[config.mk]
export PLATFORM = sky130hd
export DESIGN_NAME = conv_multimode
export DESIGN_NICKNAME = d
export VERILOG_FILES = /design/src/rtl/conv_pkg.sv /design/src/rtl/conv_mac.sv /design/src/rtl/conv_multimode.sv
export SDC_FILE = /design/constraint.sdc
export NUM_CORES = 1
export LEC_CHECK = 0
export ABC_AREA = 0
export BUFFER_PORTS_ARGS = -buffer_cell sky130_fd_sc_hd__buf_2
export CAP_MARGIN = 30
export CELL_PAD_IN_SITES_DETAIL_PLACEMENT = 1
export CELL_PAD_IN_SITES_GLOBAL_PLACEMENT = 1
export CORE_ASPECT_RATIO = 2
export CORE_MARGIN = 1
export CORE_UTILIZATION = 48
export CTS_CLUSTER_SIZE = 14
export DETAILED_ROUTE_END_ITERATION = 10
export PLACE_DENSITY = 0.9
export REMOVE_ABC_BUFFERS = 1
export SLEW_MARGIN = 10
export SYNTH_ARGS = -nofsm -noshare
export SYNTH_HDL_FRONTEND = slang
export SYNTH_SLANG_ARGS = --single-unit
export TNS_END_PERCENT = 30
[constraint.sdc]
create_clock -name clk -period 8.6 [get_ports clk]
set_clock_uncertainty 0.1 [all_clocks]
set_input_delay 0.43 -clock clk [delete_from_list [all_inputs] [get_ports clk]]
set_output_delay 0.43 -clock clk [all_outputs]
set_load 0.1 [all_outputs]
[src/rtl/conv_pkg.sv]
// Shared definitions for the convolution engine: FSM state encoding,
// mode encodings and the saturation helper.
// Latency: n/a (types and pure functions only). Backpressure: n/a.
package conv_pkg;

    typedef enum logic [2:0] {
        ST_IDLE  = 3'd0,
        ST_INIT  = 3'd1,
        ST_FETCH = 3'd2,
        ST_MAC   = 3'd3,
        ST_WRITE = 3'd4,
        ST_DONE  = 3'd5
    } conv_state_e;

    localparam logic MODE_FULL  = 1'b0;
    localparam logic MODE_VALID = 1'b1;

    // Working width of the saturation helper; callers extend their value to
    // this width and truncate the result back to out_w bits.
    localparam int SAT_W = 64;

    // Clamp val to the out_w-bit signed or unsigned range. In unsigned mode
    // val is treated as non-negative (unsigned accumulation never goes below 0).
    function automatic logic [SAT_W-1:0] sat_to_width(
        input logic [SAT_W-1:0] val,
        input int unsigned      out_w,
        input logic             is_signed
    );
        logic [SAT_W-1:0] hi;
        logic [SAT_W-1:0] lo;
        if (is_signed) begin
            hi = (64'd1 << (out_w - 1)) - 64'd1;
            lo = ~hi;   // -(2^(out_w-1)) in SAT_W-bit two's complement
            if ($signed(val) > $signed(hi)) return hi;
            if ($signed(val) < $signed(lo)) return lo;
            return val;
        end
        hi = (64'd1 << out_w) - 64'd1;
        return (val > hi) ? hi : val;
    endfunction

endpackage

[src/rtl/conv_mac.sv]
// Multiply-accumulate-saturate datapath: one product per enabled cycle.
// Latency: product lands in the accumulator on the edge after en_i; result_o is combinational from it.
// Backpressure: none; the controller decides when operands are valid via en_i.
//
// Ports: clk/rstn; a_i/b_i operands; signed_i selects two's-complement;
// clear_i zeroes the accumulator (wins over en_i); en_i adds a_i*b_i;
// result_o is the accumulator saturated to 2*DATA_WIDTH bits.
module conv_mac
    import conv_pkg::*;
#(
    parameter int DATA_WIDTH = 8,
    parameter int ACC_WIDTH  = 21
) (
    input  logic                    clk,
    input  logic                    rstn,
    input  logic [DATA_WIDTH-1:0]   a_i,
    input  logic [DATA_WIDTH-1:0]   b_i,
    input  logic                    signed_i,
    input  logic                    clear_i,
    input  logic                    en_i,
    output logic [2*DATA_WIDTH-1:0] result_o
);
    localparam int PW = 2 * DATA_WIDTH;

    logic [PW-1:0]        a_ext;
    logic [PW-1:0]        b_ext;
    logic [PW-1:0]        prod;
    logic [ACC_WIDTH-1:0] prod_ext;
    logic [ACC_WIDTH-1:0] acc_q;
    logic [ACC_WIDTH-1:0] acc_d;
    logic [SAT_W-1:0]     acc_wide;

    always_comb begin
        // Extending operands to the product width first makes the low PW bits
        // of a plain multiply correct for both signed and unsigned operands.
        a_ext    = {{DATA_WIDTH{signed_i & a_i[DATA_WIDTH-1]}}, a_i};
        b_ext    = {{DATA_WIDTH{signed_i & b_i[DATA_WIDTH-1]}}, b_i};
        prod     = a_ext * b_ext;
        prod_ext = {{(ACC_WIDTH-PW){signed_i & prod[PW-1]}}, prod};

        acc_d = acc_q;
        if (clear_i) begin
            acc_d = '0;
        end else if (en_i) begin
            acc_d = acc_q + prod_ext;
        end

        acc_wide = {{(SAT_W-ACC_WIDTH){signed_i & acc_q[ACC_WIDTH-1]}}, acc_q};
        result_o = PW'(sat_to_width(acc_wide, PW, signed_i));
    end

    always_ff @(posedge clk or negedge rstn) begin
        if (!rstn) begin
            acc_q <= '0;
        end else begin
            acc_q <= acc_d;
        end
    end

endmodule

[src/rtl/conv_multimode.sv]
// 1-D convolution engine (FULL or VALID) over synchronous-read X/Y memories, writing Z.
// Latency: 1 init cycle, then T+2 cycles per output (T products), then 1 done cycle.
// Backpressure: none; Z writes are fire-and-forget, start is ignored while busy.
//
// Ports: clk/rstn; start with signed_i, mode_i, sizeX, sizeY (captured on accept);
// memX_addr/memY_addr with dataX/dataY one cycle later; dataZ/memZ_addr/writeZ
// result write port; busy_out while a job runs; done_out one-cycle completion pulse.
module conv_multimode
    import conv_pkg::*;
#(
    parameter int DATA_WIDTH = 8,
    parameter int ADDR_WIDTH = 5,
    parameter int ACC_WIDTH  = 2*DATA_WIDTH + ADDR_WIDTH
) (
    input  logic                    clk,
    input  logic                    rstn,
    input  logic                    start,
    input  logic                    signed_i,
    input  logic                    mode_i,
    input  logic [ADDR_WIDTH-1:0]   sizeX,
    input  logic [ADDR_WIDTH-1:0]   sizeY,
    output logic [ADDR_WIDTH-1:0]   memX_addr,
    output logic [ADDR_WIDTH-1:0]   memY_addr,
    input  logic [DATA_WIDTH-1:0]   dataX,
    input  logic [DATA_WIDTH-1:0]   dataY,
    output logic [2*DATA_WIDTH-1:0] dataZ,
    output logic [ADDR_WIDTH:0]     memZ_addr,
    output logic                    writeZ,
    output logic                    busy_out,
    output logic                    done_out
);
    localparam int NW = ADDR_WIDTH + 1;

    conv_state_e           state_q,  state_d;
    logic [ADDR_WIDTH-1:0] size_x_q, size_x_d;
    logic [ADDR_WIDTH-1:0] size_y_q, size_y_d;
    logic                  signed_q, signed_d;
    logic                  mode_q,   mode_d;
    logic [NW-1:0]         n_q,      n_d;
    logic [NW-1:0]         n_end_q,  n_end_d;
    logic [NW-1:0]         z_addr_q, z_addr_d;
    logic [ADDR_WIDTH-1:0] k_q,      k_d;
    logic                  issue_q;

    logic [ADDR_WIDTH-1:0] sx_m1;
    logic [ADDR_WIDTH-1:0] k_hi;
    logic [ADDR_WIDTH-1:0] size_min;
    logic [ADDR_WIDTH-1:0] size_max;
    logic [NW-1:0]         n_first;
    logic [NW-1:0]         n_next;

    // Lowest k with n-k < sizeY. The true value is below sizeX, so the
    // subtraction can be done in ADDR_WIDTH bits.
    function automatic logic [ADDR_WIDTH-1:0] k_low(
        input logic [NW-1:0]         n,
        input logic [ADDR_WIDTH-1:0] sy
    );
        if (n + NW'(1) > {1'b0, sy}) return n[ADDR_WIDTH-1:0] + ADDR_WIDTH'(1) - sy;
        return '0;
    endfunction

    always_comb begin
        sx_m1    = size_x_q - ADDR_WIDTH'(1);
        k_hi     = (n_q < {1'b0, sx_m1}) ? n_q[ADDR_WIDTH-1:0] : sx_m1;
        size_min = (size_x_q < size_y_q) ? size_x_q : size_y_q;
        size_max = (size_x_q < size_y_q) ? size_y_q : size_x_q;
        n_first  = (mode_q == MODE_VALID) ? {1'b0, size_min - ADDR_WIDTH'(1)} : '0;
        n_next   = n_q + NW'(1);
    end

    always_comb begin
        state_d  = state_q;
        size_x_d = size_x_q;
        size_y_d = size_y_q;
        signed_d = signed_q;
        mode_d   = mode_q;
        n_d      = n_q;
        n_end_d  = n_end_q;
        z_addr_d = z_addr_q;
        k_d      = k_q;
        case (state_q)
            ST_IDLE: begin
                if (start) begin
                    state_d  = ST_INIT;
                    size_x_d = sizeX;
                    size_y_d = sizeY;
                    signed_d = signed_i;
                    mode_d   = mode_i;
                end
            end
            ST_INIT: begin
                z_addr_d = '0;
                if (size_x_q == '0 || size_y_q == '0) begin
                    state_d = ST_DONE;
                end else begin
                    state_d = ST_FETCH;
                    n_d     = n_first;
                    k_d     = k_low(n_first, size_y_q);
                    n_end_d = (mode_q == MODE_VALID)
                            ? {1'b0, size_max - ADDR_WIDTH'(1)}
                            : {1'b0, size_x_q} + {1'b0, size_y_q} - NW'(2);
                end
            end
            ST_FETCH: begin
                if (k_q == k_hi) begin
                    state_d = ST_MAC;
                end else begin
                    k_d = k_q + ADDR_WIDTH'(1);
                end
            end
            ST_MAC: begin
                // Last product of the term is still in flight from memory.
                state_d = ST_WRITE;
            end
            ST_WRITE: begin
                if (n_q == n_end_q) begin
                    state_d = ST_DONE;
                end else begin
                    state_d  = ST_FETCH;
                    n_d      = n_next;
                    k_d      = k_low(n_next, size_y_q);
                    z_addr_d = z_addr_q + NW'(1);
                end
            end
            ST_DONE: begin
                state_d = ST_IDLE;
            end
            default: begin
                state_d = ST_IDLE;
            end
        endcase
    end

    always_ff @(posedge clk or negedge rstn) begin
        if (!rstn) begin
            state_q  <= ST_IDLE;
            size_x_q <= '0;
            size_y_q <= '0;
            signed_q <= 1'b0;
            mode_q   <= MODE_FULL;
            n_q      <= '0;
            n_end_q  <= '0;
            z_addr_q <= '0;
            k_q      <= '0;
            issue_q  <= 1'b0;
        end else begin
            state_q  <= state_d;
            size_x_q <= size_x_d;
            size_y_q <= size_y_d;
            signed_q <= signed_d;
            mode_q   <= mode_d;
            n_q      <= n_d;
            n_end_q  <= n_end_d;
            z_addr_q <= z_addr_d;
            k_q      <= k_d;
            // Data for an address issued in FETCH returns next cycle.
            issue_q  <= (state_q == ST_FETCH);
        end
    end

    // Clearing in WRITE leaves the finished sum visible on dataZ during the
    // write cycle and zeroes it before the next term's first product arrives.
    conv_mac #(
        .DATA_WIDTH (DATA_WIDTH),
        .ACC_WIDTH  (ACC_WIDTH)
    ) u_mac (
        .clk      (clk),
        .rstn     (rstn),
        .a_i      (dataX),
        .b_i      (dataY),
        .signed_i (signed_q),
        .clear_i  ((state_q == ST_INIT) || (state_q == ST_WRITE)),
        .en_i     (issue_q),
        .result_o (dataZ)
    );

    assign memX_addr = k_q;
    assign memY_addr = n_q[ADDR_WIDTH-1:0] - k_q;
    assign memZ_addr = z_addr_q;
    assign writeZ    = (state_q == ST_WRITE);
    assign busy_out  = (state_q != ST_IDLE);
    assign done_out  = (state_q == ST_DONE);

endmodule

==> impl_metrics.toml, run 1 <==
[timing]
hold_viol_final = 0
setup_viol = 0
relSlewSlack = 0.400
fmax_ghz = 0.140
min_period_over_period = 0.829
drv_slew = 0
tns_ns = 0
worst_pin_slew_ns = 0.898
rsz0062_at_grt = "no"
fin_crit_ns = 7.13

[layout]
final_cell_mix = "inv_1, ha_1, nand2_1"
nFillCells = 2104
nNetsFinal = 1265
layout_commonest_cell = "inv_1"
design_area_mm2 = 0.00942
final_cell_count_no_fill = 1277
drive_above_1_share = 0.0996
antenna_cells = 0
area_delta_synth_final_pct = 9.16

[die]
die_h_um = 192
ioPinCount = 66
core_mm2 = 0.0177
start_util = 0.488
die_x_um = 96.8
rows = 69
die_area_mm2 = 0.0186

[clock_network]
holdBufCountCts = 0
clkTransAtPathRegs_ns = 0.06
cts_buffer_depth = 2
post_cts_buffers = 0
cts_buffers = 9
cts_resized = 0
htree_levels = 3
insertion_delay_ns = 0.35
cts_tree = "done"
cts_num_sinks = 60
clock-root-buffer = "clkbuf_16"

[place]
io_buffers = 65
place_hpwl_um = 21800
dp.cells = 1261
gp_congestion = 0.915
post_dp_cell_area_mm2 = 0.00910

[routing]
detail-route-antenna-nets = 0
first_iter_violations = 241
drtPass1Iterations = 5
wl_per_cell_um = 21.0
avgViaCountPerCell = 5.96
wirelength_um = 26800
drc_errors = 0
dr_total_vias = 7607

[synthesis]
synth-main-ff-cell = "dfrtp_1"
yosys_register_bits = 60
yosysWarnings = 0
netlist-cell-type-count = 71
yosysSeqAreaShare = 0.174
synthArstFlopShare = 1.00
yosys.area.top_type = "dfrtp_1"
synth_edf_count = 0
synth_top_area_frac = 0.174
syn_area_mm2 = 0.00863
synthCells = 1014
synth.area.top_cells = "dfrtp_1, fa_1, ha_1"
avgSynthCellArea_um2 = 8.51

[setup_path]
crit_family = "adder cells"
reg2regPathDepth = 25
r2r-end = "u_mac.acc_q[20]$_DFFE_PN0P_"
r2r-start = "signed_q$_DFFE_PN0P_"
cp.arrival_ns = 7.28
crit_fanout = 8
slowest_delay_ns = 0.55
cp-end-kind = "flop"
critPathBufInv = 3
start_kind = "flop"
worst-setup-path-type = "reg2reg"
crit_start = "signed_q$_DFFE_PN0P_"
cpMostUsedCell = "fa_1"
reg2reg_setup_slack_ns = 1.47
slowest_stage = "fa_1"
critPathRequiredTime_ns = 8.76

[grt]
antenna_found_initial = 0
grt_max_degree = 61
grt_pass1_wl_um = 44000
grt_overflow = 0
grt_usage = 0.306
grt_pass1_vias = 8557

[run]
drv_cap = 0

[hold_path]
hold_class = "in2async"

[status]
outcome = "finished, final reports clean"
==> sequential cells by signal (all words and copies together) (netlist names) <==
signal       flops
issue_q          1
memX_addr        5
memZ_addr        6
mode_q           1
n_end_q          6
n_q              6
signed_q         1
size_x_q         5
size_y_q         5
state_q          3
u_mac.acc_q     21
==> worst max-delay path by stage <==
stage                                  end  slack (ns)  cells past startpoint
2_1_floorplan  u_mac.acc_q[19]$_DFFE_PN0P_        1.70                     26
3_3_place_gp   u_mac.acc_q[20]$_DFFE_PN0P_        1.41                     26
3_5_place_dp   u_mac.acc_q[20]$_DFFE_PN0P_        1.16                     26
4_1_cts        u_mac.acc_q[20]$_DFFE_PN0P_        1.43                     25
5_1_grt        u_mac.acc_q[20]$_DFFE_PN0P_        1.06                     25
6_report       u_mac.acc_q[20]$_DFFE_PN0P_        1.47                     25
==> cell families (layout without fill, tap and decap cells) <==
| group | after synthesis | in the layout | synth area share |
|---|---|---|---|
| AOI/OAI and AO/OA | 196 | 196 | 0.147 |
| xor gates and xnor gates | 76 | 76 | 0.0796 |
| adders and majority gates | 174 | 174 | 0.311 |
| buffers and inverters | 177 | 227 | 0.0792 |
| DFF | 60 | 60 | 0.174 |
| muxes | 29 | 29 | 0.0361 |
| and+or+nand+nor | 302 | 302 | 0.173 |
==> Yosys cell counts (3+ instances only) <==
library cell and count:
nand2_1 93, o21ai_0 47, a22oi_1 5, nand2b_1 5
a211oi_1 7, o22ai_1 4, mux2i_1 24, nor3_1 11
ha_1 106, a31oi_1 8, a21oi_1 56, nand3_1 29
and2_1 46, buf_2 3, inv_1 142, o21bai_1 5
nand3b_1 4, fa_1 68, o21a_1 10, o211ai_1 5
and3_1 13, dfrtp_1 60, nor2b_1 8, or3_1 3
xnor2_1 51, nor3b_1 3, buf_1 3, o31ai_1 3
clkbuf_1 27, or2_2 3, nor4_1 4, o31a_1 5
nor2_1 66, a21o_1 17, xor2_1 23
==> per-layer routing <==
layer  GRT usage  share of wire
met1       0.275           0.32
met2       0.615           0.58
met3      0.0291          0.026
met4       0.226          0.075
met5           0              0
==> area by class of cell <==
| class | count | area, µm² | area share |
|---|---|---|---|
| multi-input combinational | 777 | 6450 | 0.684 |
| sequential | 60 | 1500 | 0.159 |
| inverter | 142 | 533 | 0.0566 |
| timing repair buffer | 70 | 363 | 0.0385 |
| clock buffer | 12 | 267 | 0.0283 |
| tap | 213 | 267 | 0.0283 |
| clock inverter | 3 | 45.0 | 0.00478 |
==> through the flow <==
stage	util	setup WS (ns)	hold slack, ns
global route	0.532	1.06	0.196
CTS	0.532	1.43	0.188
global placement	0.514	1.41	0.381
detailed placement	0.514	1.16	0.389
finish	0.532	1.47	0.170
floorplan	-	1.70	0.0344
Power of run 1 is not shown: default switching activity piles up to over one toggle a cycle in this logic, so the estimate is an artifact.
==> run 2: changes to the inputs <==
- clock period: 8.6 -> 7.2 ns (I/O delays scaled with it)
==> run 2 against run 1 <==
  * Non-clock buffer count rose by 9
  * Design area rose by 1.0%
  * Critical endpoint unchanged
  * Worst setup slack got worse by 1.2 ns
  * Highest routed layer unchanged
  * Global-route usage rose by 0.79 points
  * Register-to-register slack got worse by 1.2 ns
  * Count of clock-buffer cells in the layout fell by 1
  * Die area did not move
  * Critical path depth fell by 2
  * Cell count rose by 0.70%
  * Sequential cell count did not move
  * Sequential share of layout area fell by 0.16 points
  * Fmax rose by 2.9%
  * Largest cell class unchanged
==> impl_metrics.toml, run 2 (synthesis results as in run 1) <==
[setup_path]
r2r-start = "signed_q$_DFFE_PN0P_"
reg2regPathDepth = 23
slowest_stage = "fa_2"
r2r-end = "u_mac.acc_q[20]$_DFFE_PN0P_"
crit_start = "signed_q$_DFFE_PN0P_"
reg2reg_setup_slack_ns = 0.27
cp-end-kind = "flop"
crit_fanout = 14
slowest_delay_ns = 0.64
cp.arrival_ns = 7.08
critPathRequiredTime_ns = 7.35
worst-setup-path-type = "reg2reg"
start_kind = "flop"
crit_chain = "buf_4 -> nand3_1 -> inv_2 -> fa_2 -> inv_1 -> fa_1 -> inv_1 -> fa_1 -> fa_1 -> ha_1 -> ha_1 -> or2_2 -> a21oi_1 -> a311oi_1 -> or3_1 -> and3_4 -> ha_1 -> a21o_1 -> a21o_1 -> o211ai_1 -> a211oi_1 -> or3_1 -> a21oi_1"

[timing]
fmax_ghz = 0.144
min_period_over_period = 0.962
drv_slew = 0
relSlewSlack = 0.414
worst_pin_slew_ns = 0.879
tns_ns = 0
hold_viol_final = 0
setup_viol = 0
fin_crit_ns = 6.93

[die]
die_x_um = 96.8
die_area_mm2 = 0.0186
start_util = 0.488
ioPinCount = 66
die_h_um = 192
core_mm2 = 0.0177
rows = 69

[grt]
grt_pass1_wl_um = 45400
grt_max_degree = 61
antenna_found_initial = 0
grt_overflow = 0
grt_usage = 0.314
grt_pass1_vias = 8772

[routing]
detail-route-antenna-nets = 0
dr_total_vias = 7758
avgViaCountPerCell = 6.03
drc_errors = 0
drtPass1Iterations = 4
wirelength_um = 27500
wl_per_cell_um = 21.4
first_iter_violations = 256

[clock_network]
htree_levels = 3
cts_buffer_depth = 2
holdBufCountCts = 0
cts_buffers = 9
cts_tree = "done"
clkTransAtPathRegs_ns = 0.06
cts_num_sinks = 60
insertion_delay_ns = 0.34
clock-root-buffer = "clkbuf_16"

[layout]
nNetsFinal = 1274
final_cell_mix = "inv_1, ha_1, nand2_1"
design_area_mm2 = 0.00952
postLayoutCoreUtil = 0.538
drive_above_1_share = 0.113
top_register = "u_mac.acc_q"
area_delta_synth_final_pct = 10.3
layout_commonest_cell = "inv_1"
largest_reg_flops = 21
antenna_cells = 0

[place]
place_hpwl_um = 22000
post_dp_cell_area_mm2 = 0.00916
gp_congestion = 0.890
io_buffers = 65

[hold_path]
hold_class = "in2async"

[run]
drv_cap = 0

[status]
outcome = "finished, final reports clean"
[run 2: cell count changes in the layout (fill, tap and decap cells not counted), sizes merged]
cell      previous run  this run
clkbuf              12        11
clkinvlp             2         0
clkinv               0         2
bufinv               1         2
buf                 70        79
[run 2: critical path: cells and delay by family, from the launching register on]
| kind | cells | cell delay [ns] |
|---|---|---|
| compound gates | 7 | 1.28 |
| fa+ha+maj | 7 | 3.10 |
| buf+inv | 4 | 0.46 |
| simple gates | 5 | 1.49 |
| flops | 1 | 0.39 |
[run 2: metal layers]
layer	vias to the layer above	part of all wire	GRT usage
met5	-	0	0
met4	0	0.077	0.235
met3	128	0.028	0.0353
met2	248	0.57	0.625
met1	3896	0.32	0.282
li1	3486	-	-
[run 2: final cells by class]
cell class                 instances  area, µm²
timing repair buffer              79        430
clock buffer                      11        243
sequential                        60       1500
fill                            2157       8180
clock inverter                     4       73.8
tap                              213        267
multi-input combinational        777       6470
inverter                         142        533
[run 2: how the worst max path moves through the flow]
stage                                  endpoint  slack (ns)  cells after the start
floorplan           u_mac.acc_q[19]$_DFFE_PN0P_        0.30                     26
global placement    u_mac.acc_q[20]$_DFFE_PN0P_        0.31                     26
detailed placement  u_mac.acc_q[20]$_DFFE_PN0P_        0.06                     26
CTS                 u_mac.acc_q[19]$_DFFE_PN0P_        0.22                     26
global route        u_mac.acc_q[20]$_DFFE_PN0P_       -0.01                     21
finish              u_mac.acc_q[20]$_DFFE_PN0P_        0.27                     23
[run 2: timing repair]
action,4_1_cts,5_1_grt
endpoints found under the setup margin,0,2
resized for setup,0,8
setup buffers,0,2
[run 2: stage by stage]
stage               hold slack [ns]  cells  setup slack (ns)
finish                        0.116   1286             0.274
global route                  0.130   1286           -0.0128
CTS                           0.120   1283             0.223
detailed placement            0.386   1268            0.0563
global placement              0.381   1268             0.313
floorplan                   -0.0356    979             0.301
Power of run 2 is left out for the same reason.
==> run 3: changes to the inputs <==
- ABC_AREA: 0 -> 1
- CORE_UTILIZATION: 48 -> 46
==> run 3 against run 2 <==
  * Sequential share of layout area shrank 0.39 points
  * Synthesized cell count grew 21%
  * Global-route usage is 1.3 points higher
  * Fmax up 0.33%
  * Critical path depth up 3
  * Register-to-register slack better by 0.02 ns
  * Area after synthesis is 1.9% higher
  * Worst setup slack gained 0.023 ns
  * Highest routed layer unchanged
  * Non-clock buffer count decreased by 4
  * Die area grew 6.3%
==> impl_metrics.toml, run 3 <==
[die]
die_h_um = 198
core_mm2 = 0.0187
die_area_mm2 = 0.0197
start_util = 0.469
ioPinCount = 66
die_x_um = 99.8
rows = 71

[layout]
final_cell_mix = "nand2_1, inv_1, nor2_1"
drive_above_1_share = 0.103
area_delta_synth_final_pct = 11.0
nNetsFinal = 1485
layout_commonest_cell = "nand2_1"
largest_reg_flops = 21
top_register = "u_mac.acc_q"
antenna_cells = 0
postLayoutCoreUtil = 0.521
design_area_mm2 = 0.00976

[synthesis]
synth_compound_area_frac = 0.136
synth_xor_xnor_area_share = 0.0496
synth_top_area_frac = 0.171
yosys.area_share.adder = 0.305
avgSynthCellArea_um2 = 7.18
yosys_register_bits = 60
synth.most_common_cell = "nand2_1"
synth_mux_area_frac = 0
ys_top_cells_by_count = "nand2_1, inv_1, nor2_1"
synthCells = 1225
synth_edf_count = 0
yosysWarnings = 0
synthArstFlopShare = 1.00
syn_area_mm2 = 0.00880
yosys.area.top_type = "dfrtp_1"
yosysSeqAreaShare = 0.171
synthSimpleGateAreaFrac = 0.221
synth-main-ff-cell = "dfrtp_1"
synth_top_family_by_area = "adder cells"
netlist-cell-type-count = 49
synth.area.top_cells = "dfrtp_1, fa_1, ha_1"

[place]
post_dp_cell_area_mm2 = 0.00937
gp_congestion = 0.961
io_buffers = 65
place_hpwl_um = 24600

[routing]
wirelength_um = 30100
dr_total_vias = 8611
first_iter_violations = 228
wl_per_cell_um = 19.6
avgViaCountPerCell = 5.59
detail-route-antenna-nets = 0
drc_errors = 0
drtPass1Iterations = 4

[grt]
antenna_found_initial = 0
grt_usage = 0.326
grt_pass1_wl_um = 48600
grt_pass1_vias = 9834
grt_max_degree = 61
grt_overflow = 0

[setup_path]
critPathBufInv = 4
r2r-start = "signed_q$_DFFE_PN0P_"
crit_family = "adder cells"
critPathRequiredTime_ns = 7.33
cpMostUsedCell = "nand2_1"
cp-end-kind = "flop"
cp.arrival_ns = 7.03
crit_fanout = 7
reg2reg_setup_slack_ns = 0.30
slowest_stage = "fa_2"
start_kind = "flop"
slowest_delay_ns = 0.70
r2r-end = "u_mac.acc_q[18]$_DFFE_PN0P_"
worst-setup-path-type = "reg2reg"
reg2regPathDepth = 26

[run]
drv_cap = 0

[clock_network]
cts_buffer_depth = 2
cts_num_sinks = 60
cts_buffers = 9
cts_tree = "done"
holdBufCountCts = 0
htree_levels = 3
clkTransAtPathRegs_ns = 0.06
insertion_delay_ns = 0.34
clock-root-buffer = "clkbuf_16"

[timing]
hold_viol_final = 0
drv_slew = 0
rsz0062_at_grt = "yes"
fin_crit_ns = 6.90
relSlewSlack = 0.376
worst_pin_slew_ns = 0.933
min_period_over_period = 0.959
fmax_ghz = 0.145
setup_viol = 0

[hold_path]
hold_class = "in2async"

[status]
outcome = "finished, final reports clean"
-- run 3: cell types whose count changed in the layout (fill, tap and decap cells not counted), sizes merged, moves of 17 or more --
cell,change
a21oi,+27
and2,-46
inv,+96
mux2i,-25
nand2,+155
nand3,+20
nand4,+17
nor2,+48
o21ai,+35
xnor2,-35
-- run 3: kinds of logic after synthesis --
logic type	Yosys count
fa+ha+maj	174
flops	60
simple gates	460
buf+inv	271
compound gates	211
xor+xnor	49
-- run 3: layer usage --
metal | vias to the layer above | global-route usage | part of all wire
li1 | 4019 | - | -
met1 | 4173 | 0.281 | 0.31
met2 | 261 | 0.628 | 0.55
met3 | 158 | 0.0410 | 0.029
met4 | 0 | 0.298 | 0.10
met5 | - | 0 | 0
-- run 3: stage by stage --
step | setup WS (ns) | instances | hold slack (ns) | TNS (ns)
global route | -0.136 | 1540 | 0.179 | -0.228
finish | 0.297 | 1540 | 0.104 | 0
detailed placement | 0.0451 | 1521 | 0.370 | 0
global placement | 0.551 | 1521 | 0.347 | 0
floorplan | 0.850 | 1194 | -0.0356 | 0
CTS | 0.0538 | 1537 | 0.141 | 0
-- run 3: worst reg2reg max path, cell delays in order, from the launching register on --
cell and delay [ns]:
dfrtp_2 0.44, clkinvlp_4 0.21, nor2_1 0.14, fa_2 0.70, inv_1 0.13, fa_1 0.56, inv_1 0.07, fa_1 0.48
fa_1 0.50, ha_1 0.34, ha_1 0.40, nand2_1 0.12, o21ai_0 0.36, nand2_1 0.12, nand3_1 0.11, nand3b_1 0.11
nand2_1 0.12, nand2_1 0.12, inv_1 0.10, ha_1 0.38, nand2_1 0.17, nor4_1 0.52, nand4_1 0.15, nand3_1 0.14
a21oi_1 0.06, o21ai_0 0.10, nand2_1 0.06
-- run 3: worst max-delay path by stage --
stage	end	slack [ns]	from	cells after the start
after floorplan	u_mac.acc_q[20]$_DFFE_PN0P_	0.85	signed_q$_DFFE_PN0P_	30
after global placement	u_mac.acc_q[20]$_DFFE_PN0P_	0.55	dataY[7]	31
after detailed placement	u_mac.acc_q[20]$_DFFE_PN0P_	0.05	dataY[0]	32
after CTS	u_mac.acc_q[20]$_DFFE_PN0P_	0.05	signed_q$_DFFE_PN0P_	31
after global routing	u_mac.acc_q[18]$_DFFE_PN0P_	-0.14	signed_q$_DFFE_PN0P_	28
final	u_mac.acc_q[18]$_DFFE_PN0P_	0.30	signed_q$_DFFE_PN0P_	26
-- run 3: layout make-up --
cell class                      instances  area (µm²)
Timing Repair Buffer                   75         400
Clock inverter                          4        48.8
Sequential cell                        60        1500
Inverter                              240         905
Multi-Input combinational cell        894        6340
Clock buffer                           12         246
Tap cell                              255         319
Fill cell                            2411        8980
-- run 3: what timing repair did --
item	CTS	global route
endpoints found under the setup margin	0	7
resized for setup	0	19
setup buffers	0	3
Power of run 3 is left out for the same reason.
